[config.mk]
export PLATFORM = sky130hd
export DESIGN_NAME = if_fetch_unit
export DESIGN_NICKNAME = d
export VERILOG_FILES = /design/src/rtl/if_pkg.sv /design/src/rtl/sync_fifo.sv /design/src/rtl/if_fetch_unit.sv
export SDC_FILE = /design/constraint.sdc
export NUM_CORES = 1
export LEC_CHECK = 0
export CELL_PAD_IN_SITES_DETAIL_PLACEMENT = 1
export CELL_PAD_IN_SITES_GLOBAL_PLACEMENT = 2
export CORE_ASPECT_RATIO = 0.9
export CORE_MARGIN = 2
export CORE_UTILIZATION = 35
export DETAILED_ROUTE_END_ITERATION = 7
export PLACE_DENSITY_LB_ADDON = 0.1
export SLEW_MARGIN = 20
export SYNTH_ARGS = -nofsm -noshare
export SYNTH_HDL_FRONTEND = slang
export SYNTH_SLANG_ARGS = --single-unit
[constraint.sdc]
create_clock -name clk -period 3.6 [get_ports clk]
set_clock_uncertainty 0.05 [all_clocks]
set_input_delay 0.72 -clock clk [delete_from_list [all_inputs] [get_ports clk]]
set_output_delay 0.72 -clock clk [all_outputs]
set_load 0.02 [all_outputs]
[src/rtl/if_pkg.sv]
// Shared types and constants for the decoupled instruction-fetch stage.
// Covers the queue entry layout, the redirect source encoding and a PC alignment helper.
package if_pkg;

   localparam int ILEN    = 32;
   localparam int PC_STEP = 4;

   typedef struct packed {
      logic [31:0]     pc;
      logic [ILEN-1:0] instr;
   } fetch_entry_t;

   typedef enum logic [1:0] {
      RD_NONE,
      RD_ID,
      RD_EX
   } redirect_src_e;

   function automatic logic [31:0] align_word(input logic [31:0] addr);
      return {addr[31:2], 2'b00};
   endfunction

endpackage

[src/rtl/sync_fifo.sv]
// Synchronous FIFO with a flush input.
// Flush empties the FIFO and wins over a push in the same cycle. Push while full is
// accepted only when a pop happens in the same cycle.
module sync_fifo #(
   parameter int WIDTH = 32,
   parameter int DEPTH = 4,
   localparam int CW   = $clog2(DEPTH + 1)
) (
   input  logic             clk,
   input  logic             rstn,
   input  logic             flush_i,
   input  logic             push_i,
   input  logic [WIDTH-1:0] data_i,
   input  logic             pop_i,
   output logic [WIDTH-1:0] data_o,
   output logic             empty_o,
   output logic             full_o,
   output logic [CW-1:0]    count_o
);

   localparam int AW = (DEPTH > 1) ? $clog2(DEPTH) : 1;

   logic [WIDTH-1:0] mem_q [DEPTH];
   logic [AW-1:0]    rd_ptr_q, rd_ptr_d;
   logic [AW-1:0]    wr_ptr_q, wr_ptr_d;
   logic [CW-1:0]    count_q, count_d;
   logic             do_push, do_pop;

   // Explicit wrap so that non-power-of-2 depths work too.
   function automatic logic [AW-1:0] next_ptr(input logic [AW-1:0] p);
      return (p == AW'(DEPTH - 1)) ? '0 : p + AW'(1);
   endfunction

   assign do_pop  = pop_i && (count_q != '0);
   assign do_push = push_i && ((count_q != CW'(DEPTH)) || do_pop);

   always_comb begin
      rd_ptr_d = rd_ptr_q;
      wr_ptr_d = wr_ptr_q;
      count_d  = count_q;
      if (flush_i) begin
         rd_ptr_d = '0;
         wr_ptr_d = '0;
         count_d  = '0;
      end else begin
         if (do_pop)  rd_ptr_d = next_ptr(rd_ptr_q);
         if (do_push) wr_ptr_d = next_ptr(wr_ptr_q);
         count_d = count_q + CW'(do_push) - CW'(do_pop);
      end
   end

   always_ff @(posedge clk or negedge rstn) begin
      if (!rstn) begin
         rd_ptr_q <= '0;
         wr_ptr_q <= '0;
         count_q  <= '0;
      end else begin
         rd_ptr_q <= rd_ptr_d;
         wr_ptr_q <= wr_ptr_d;
         count_q  <= count_d;
      end
   end

   always_ff @(posedge clk) begin
      if (do_push && !flush_i) mem_q[wr_ptr_q] <= data_i;
   end

   assign data_o  = mem_q[rd_ptr_q];
   assign empty_o = (count_q == '0);
   assign full_o  = (count_q == CW'(DEPTH));
   assign count_o = count_q;

endmodule

[src/rtl/if_fetch_unit.sv]
// Decoupled IF stage: credit-limited PC generator, in-order response tagging and an
// instruction queue toward ID, with EX/ID redirects flushing and dropping stale reads.
module if_fetch_unit
   import if_pkg::*;
#(
   parameter logic [31:0] CPU_RESET_VECTOR = 32'h0,
   parameter int          FIFO_DEPTH       = 4,
   parameter int          MAX_OUTSTANDING  = 2
) (
   input  logic        clk,
   input  logic        rstn,
   input  logic        i_id_redirect,
   input  logic [31:0] i_id_redirect_pc,
   input  logic        i_ex_redirect,
   input  logic [31:0] i_ex_redirect_pc,
   output logic        o_imem_req_valid,
   input  logic        i_imem_req_ready,
   output logic [31:0] o_imem_req_addr,
   input  logic        i_imem_rsp_valid,
   input  logic [31:0] i_imem_rsp_data,
   output logic        o_if_valid,
   input  logic        i_id_ready,
   output logic [31:0] o_if_pc,
   output logic [31:0] o_if_pc_p4,
   output logic [31:0] o_if_instr
);

   localparam int OW = $clog2(MAX_OUTSTANDING + 1);
   localparam int QW = $clog2(FIFO_DEPTH + 1);

   logic [31:0]   fetch_pc_q, fetch_pc_d;
   logic [OW-1:0] outstanding_q, outstanding_d;
   logic [OW-1:0] drop_q, drop_d;
   redirect_src_e rd_src;
   logic [31:0]   rd_target;
   logic          redirect;
   logic          req_accept, rsp_keep, if_pop;
   logic [QW:0]   credit_used;
   fetch_entry_t  q_head, q_push_entry;
   logic          q_empty, q_full;
   logic [QW-1:0] q_count;
   logic [31:0]   tag_head;
   logic          tag_empty, tag_full;
   logic [OW-1:0] tag_count;

   always_comb begin
      rd_src    = RD_NONE;
      rd_target = '0;
      if (i_ex_redirect) begin
         rd_src    = RD_EX;
         rd_target = i_ex_redirect_pc;
      end else if (i_id_redirect) begin
         rd_src    = RD_ID;
         rd_target = i_id_redirect_pc;
      end
   end

   assign redirect = (rd_src != RD_NONE);

   // Handshakes: a transfer happens on a cycle where valid && ready are both high; a
   // request holds valid/addr until then unless a redirect cancels it. Responses have
   // no ready and are always absorbed, which the credit check below guarantees.
   assign credit_used      = (QW+1)'(outstanding_q) + (QW+1)'(q_count);
   assign o_imem_req_valid = rstn && (credit_used < (QW+1)'(FIFO_DEPTH))
                             && (outstanding_q < OW'(MAX_OUTSTANDING)) && !redirect;
   assign o_imem_req_addr  = fetch_pc_q;
   assign req_accept       = o_imem_req_valid && i_imem_req_ready;
   assign rsp_keep         = i_imem_rsp_valid && (drop_q == '0);

   always_comb begin
      outstanding_d = outstanding_q + OW'(req_accept) - OW'(i_imem_rsp_valid);
      drop_d        = drop_q;
      fetch_pc_d    = fetch_pc_q;
      if (i_imem_rsp_valid && (drop_q != '0)) drop_d = drop_q - OW'(1);
      if (req_accept) fetch_pc_d = fetch_pc_q + 32'(PC_STEP);
      if (redirect) begin
         // Everything still in flight after this cycle belongs to the old path.
         drop_d     = outstanding_d;
         fetch_pc_d = align_word(rd_target);
      end
   end

   always_ff @(posedge clk or negedge rstn) begin
      if (!rstn) begin
         fetch_pc_q    <= align_word(CPU_RESET_VECTOR);
         outstanding_q <= '0;
         drop_q        <= '0;
      end else begin
         fetch_pc_q    <= fetch_pc_d;
         outstanding_q <= outstanding_d;
         drop_q        <= drop_d;
      end
   end

   sync_fifo #(.WIDTH(32), .DEPTH(MAX_OUTSTANDING)) u_tag_fifo (
      .clk     (clk),
      .rstn    (rstn),
      .flush_i (redirect),
      .push_i  (req_accept),
      .data_i  (fetch_pc_q),
      .pop_i   (rsp_keep),
      .data_o  (tag_head),
      .empty_o (tag_empty),
      .full_o  (tag_full),
      .count_o (tag_count)
   );

   assign q_push_entry.pc    = tag_head;
   assign q_push_entry.instr = i_imem_rsp_data;

   sync_fifo #(.WIDTH($bits(fetch_entry_t)), .DEPTH(FIFO_DEPTH)) u_instr_fifo (
      .clk     (clk),
      .rstn    (rstn),
      .flush_i (redirect),
      .push_i  (rsp_keep),
      .data_i  (q_push_entry),
      .pop_i   (if_pop),
      .data_o  (q_head),
      .empty_o (q_empty),
      .full_o  (q_full),
      .count_o (q_count)
   );

   assign o_if_valid = !q_empty && !redirect;
   assign if_pop     = o_if_valid && i_id_ready;
   assign o_if_pc    = o_if_valid ? q_head.pc : '0;
   assign o_if_pc_p4 = o_if_valid ? q_head.pc + 32'(PC_STEP) : '0;
   assign o_if_instr = o_if_valid ? q_head.instr : '0;

   rsp_needs_outstanding: assert property (@(posedge clk) disable iff (!rstn)
      i_imem_rsp_valid |-> (outstanding_q != '0));
   tags_match_live_reads: assert property (@(posedge clk) disable iff (!rstn)
      tag_count == (outstanding_q - drop_q));
   tag_present_for_rsp: assert property (@(posedge clk) disable iff (!rstn)
      rsp_keep |-> !tag_empty);
   no_tag_overflow: assert property (@(posedge clk) disable iff (!rstn)
      !(tag_full && req_accept));
   no_queue_overflow: assert property (@(posedge clk) disable iff (!rstn)
      !(q_full && rsp_keep && !if_pop));

endmodule

==> run metrics <==
filler instances=4,245; Final Max Tran Viols=0; Die Footprint=45,800 um2; max_cap viols=0; mux cell area share after synthesis=0.127; setup slack, reg-to-reg=0.80 ns; synth warn=0; P per Cell Area=about 460 nW/um2; drt drc=0; Area Growth Syn to Fin=35.7%; Min Clock Period, post-route=~4 ns; status=complete, but fails checks; vias=9,609; hpwl dp=28.3 mm; crit path to=o_if_pc_p4[23]; drt wl/cell=around 22 um; Distinct cells, synth=65; FF+latch count, synth=353; RD Place Congestion=approximately 0.78; HP Class=input pin to asynchronous set/reset pin; reg-to-reg endpoint=u_instr_fifo.count_o[2]$_DFF_PN0_; fin crit share=1.11; EDFF count, synth=308; ANT cells=0; first-pass GRT wire length=between 60 and 70 mm; Crit Path Max Fanout=8; VDD IR max=446 uV; Compound-Gate Fraction of Synth Area=0.0556; Async S/R FF share, synth=0.127; final setup fails=19; failing checks=setup timing; CTS Buf Count=39; nets@finish=1,429; pre-CTS setup slack=-0.345 ns; reg2reg start=u_instr_fifo.count_o[1]$_DFF_PN0_; critical path class=flip-flop to output pin; CTS root buf=clkbuf_16; initial antenna violation count=0; setup TNS=-4.98 ns; FMAX=0.251 GHz; startpoint types=flip-flop; synthesized instance count=approximately 970; actual slew at the worst max-slew pin=0.668 ns; htree depth=2; Primary FF master, synth=edfxtp_1; GRT Util Overall=0.179; Total Power=around 9600 uW; sequential fraction of the synthesis area=0.672; fin util=0.484; num ports=233; DIE HEIGHT=about 200 um; Crit. Startpoint=u_instr_fifo.rd_ptr_q[0]$_DFFE_PN0P_; port bufs=roughly 220; Critical Path RT=around 2.8 ns; largest family of logic cells by synthesized area=multiplexers; PnR worst setup slack=-0.385 ns; Final Hold Fails=0; Clock Latency Late Sink=0.55 ns; met3 usage=0.0323; chip width=roughly 230 um; cell area after synthesis=15,400 um2; Worst slew margin=0.555; DR pass1 iterations=4; Core ar.=43,200 um2; CTS tree=yes; synthesized area per cell=15.9 um2; XOR/XNOR Fraction of Synth Area=0.0108; row cnt=72; Lkg Pwr=around 0.0082 uW; share of layout cells above drive strength 1=0.271; GR Util met2=0.286; Placed Cells=1,806; simple-gate share of the synthesized area=0.0941; drt total wl=approximately 41 mm; GR Util met1=0.257; drt initial violations=approximately 530; Non-Filler Instances=1,894; number of global-route vias before repair=10,100; cells on worst reg2reg path=14; clock tree buffer depth=3; largest net degree at the start of global routing=46; Vias/cell=5.07; Setup crit end kind=output pin; CTS Sinks=353; gr busiest metal=met2; RSZ-0062 raised after global routing=yes; Worst EP arrival=approximately 3.2 ns; Initial Utilization=0.357; grt ovf=0; Worst-path clk slew=0.06 ns; area share of fa/ha/maj cells after synthesis=0.0135; DRT antenna net count=0
cell type report:
| class | count | area [um2] | area share |
|---|---|---|---|
| well taps | 555 | 694 | 0.0332 |
| repair buffers | 349 | 3550 | 0.170 |
| multi-input cells | 540 | 4930 | 0.235 |
| inverters | 27 | 101 | 0.00484 |
| flip-flops and latches | 353 | 10400 | 0.496 |
| clock inverters | 21 | 273 | 0.0130 |
| clock buffers | 49 | 1010 | 0.0484 |
per-stage QoR:
step | hold WS, ns | instance area [um2]
2_1_floorplan | 0.374 | 15500
3_3_place_gp | 0.471 | 19100
3_5_place_dp | 0.469 | 19100
4_1_cts | 0.296 | 20500
5_1_grt | 0.317 | 20900
6_report | 0.274 | 20900
how the worst min path moves through the flow:
stage                     slack [ns]                                   end                             from
final                           0.27                 drop_q[0]$_DFFE_PN0P_                             rstn
after global routing            0.32                 drop_q[0]$_DFFE_PN0P_                             rstn
after CTS                       0.30  u_instr_fifo.rd_ptr_q[0]$_DFFE_PN0P_                             rstn
after detailed placement        0.47     u_tag_fifo.mem_q[0][15]$_DFFE_PP_  o_imem_req_addr[15]$_DFFE_PN0P_
after global placement          0.47     u_tag_fifo.mem_q[1][15]$_DFFE_PP_  o_imem_req_addr[15]$_DFFE_PN0P_
after floorplan                 0.37                 drop_q[0]$_DFFE_PN0P_                             rstn
critical path, cell delays in order, from the launching register on:
cell	delay [ns]
dfrtp_4	0.55
buf_8	0.16
mux4_2	0.38
and4_4	0.23
or4b_4	0.47
buf_12	0.17
nor4_4	0.22
mux2_4	0.34
buf_6	0.13
cells in the final DEF (no fill, tap or decap), types with 7 or more instances in the layout:
| cell type | Yosys | final |
|---|---|---|
| ha_1 | 15 | 14 |
| dlygate4sd2_1 | 0 | 13 |
| o21ai_0 | 35 | 34 |
| buf_4 | 10 | 107 |
| xnor2_1 | 13 | 12 |
| nand3_1 | 23 | 21 |
| a2bb2oi_1 | 7 | 7 |
| mux2_4 | 0 | 10 |
| nand2_1 | 41 | 39 |
| dlymetal6s2s_1 | 0 | 44 |
| buf_12 | 2 | 19 |
| clkdlybuf4s50_1 | 0 | 132 |
| a31oi_1 | 9 | 9 |
| a22oi_1 | 14 | 14 |
| clkinv_1 | 0 | 7 |
| nor2_1 | 47 | 46 |
| clkbuf_1 | 31 | 10 |
| mux2_2 | 36 | 32 |
| inv_1 | 27 | 26 |
| and2_1 | 62 | 62 |
| and3_1 | 11 | 7 |
| clkbuf_16 | 0 | 40 |
| dfrtp_1 | 45 | 43 |
| mux4_2 | 55 | 58 |
| nand4_1 | 15 | 15 |
| a21oi_1 | 33 | 25 |
| edfxtp_1 | 308 | 308 |
| buf_6 | 2 | 20 |
flip-flops by register name (all words and copies together), names as in the netlist, 2 cells and up:
name / cells
u_tag_fifo.mem_q: 60
u_instr_fifo.rd_ptr_q: 2
o_imem_req_addr: 30
drop_q: 2
u_tag_fifo.count_o: 2
u_instr_fifo.wr_ptr_q: 2
u_instr_fifo.count_o: 3
u_instr_fifo.mem_q: 248
outstanding_q: 2
metal layers:
layer / part of all wire / vias to the layer above
li1: - / 4476
met1: 0.48 / 4868
met2: 0.46 / 213
met3: 0.042 / 52
met4: 0.016 / 0
met5: 0 / -
Yosys cell counts (all sizes together), types with 2 or more instances:
cell     number  share of area
a41oi         2         0.0011
a22oi        14         0.0068
buf          27          0.012
nand3        23         0.0075
or4           4         0.0024
o22ai         6         0.0024
xor2          6         0.0034
a21o          2        0.00097
nand4        16         0.0075
nor2         47          0.011
nor4          7         0.0048
mux4         62          0.092
o31ai         6         0.0029
mux2         42          0.031
and2         63          0.026
a41o          2         0.0013
o21ai        36          0.012
inv          27         0.0066
nand2b        6         0.0024
o31a          4         0.0023
a2bb2oi       7         0.0040
clkbuf       31         0.0075
nor2b         4         0.0016
a21oi        33          0.011
dfrtp        45          0.073
xnor2        13         0.0074
o22a          3         0.0017
mux2i         6         0.0039
edfxtp      308           0.60
nand2        42          0.010
or3           5         0.0020
nor4b         2         0.0015
and3         11         0.0045
a22o          3         0.0017
nor3         13         0.0055
and4          8         0.0047
o32a          2         0.0013
a31oi         9         0.0036
ha           15          0.012
cells by family (layout without fill, tap and decap cells):
kind of cell    Yosys count  after routing
other cells               1              6
mux                     110            110
flops                   353            353
fa+ha+maj                16             16
buf+inv                  85            446
xor+xnor                 19             19
compound gates          134            134
simple gates            255            255
report_power, final:
part	internal, uW	switching, uW	total, uW
registers	4580	122	4700
clock network	2430	1590	4020
logic	441	471	912
timing repair:
item | 4_1_cts | 5_1_grt
setup buffers | 5 | 13
pin swaps | 8 | 24
resized for setup | 168 | 107
gates cloned | 0 | 1
endpoints found under the setup margin | 79 | 71
hold buffers | 0 | 0
Note: power is estimated with default switching activity, not from simulation.
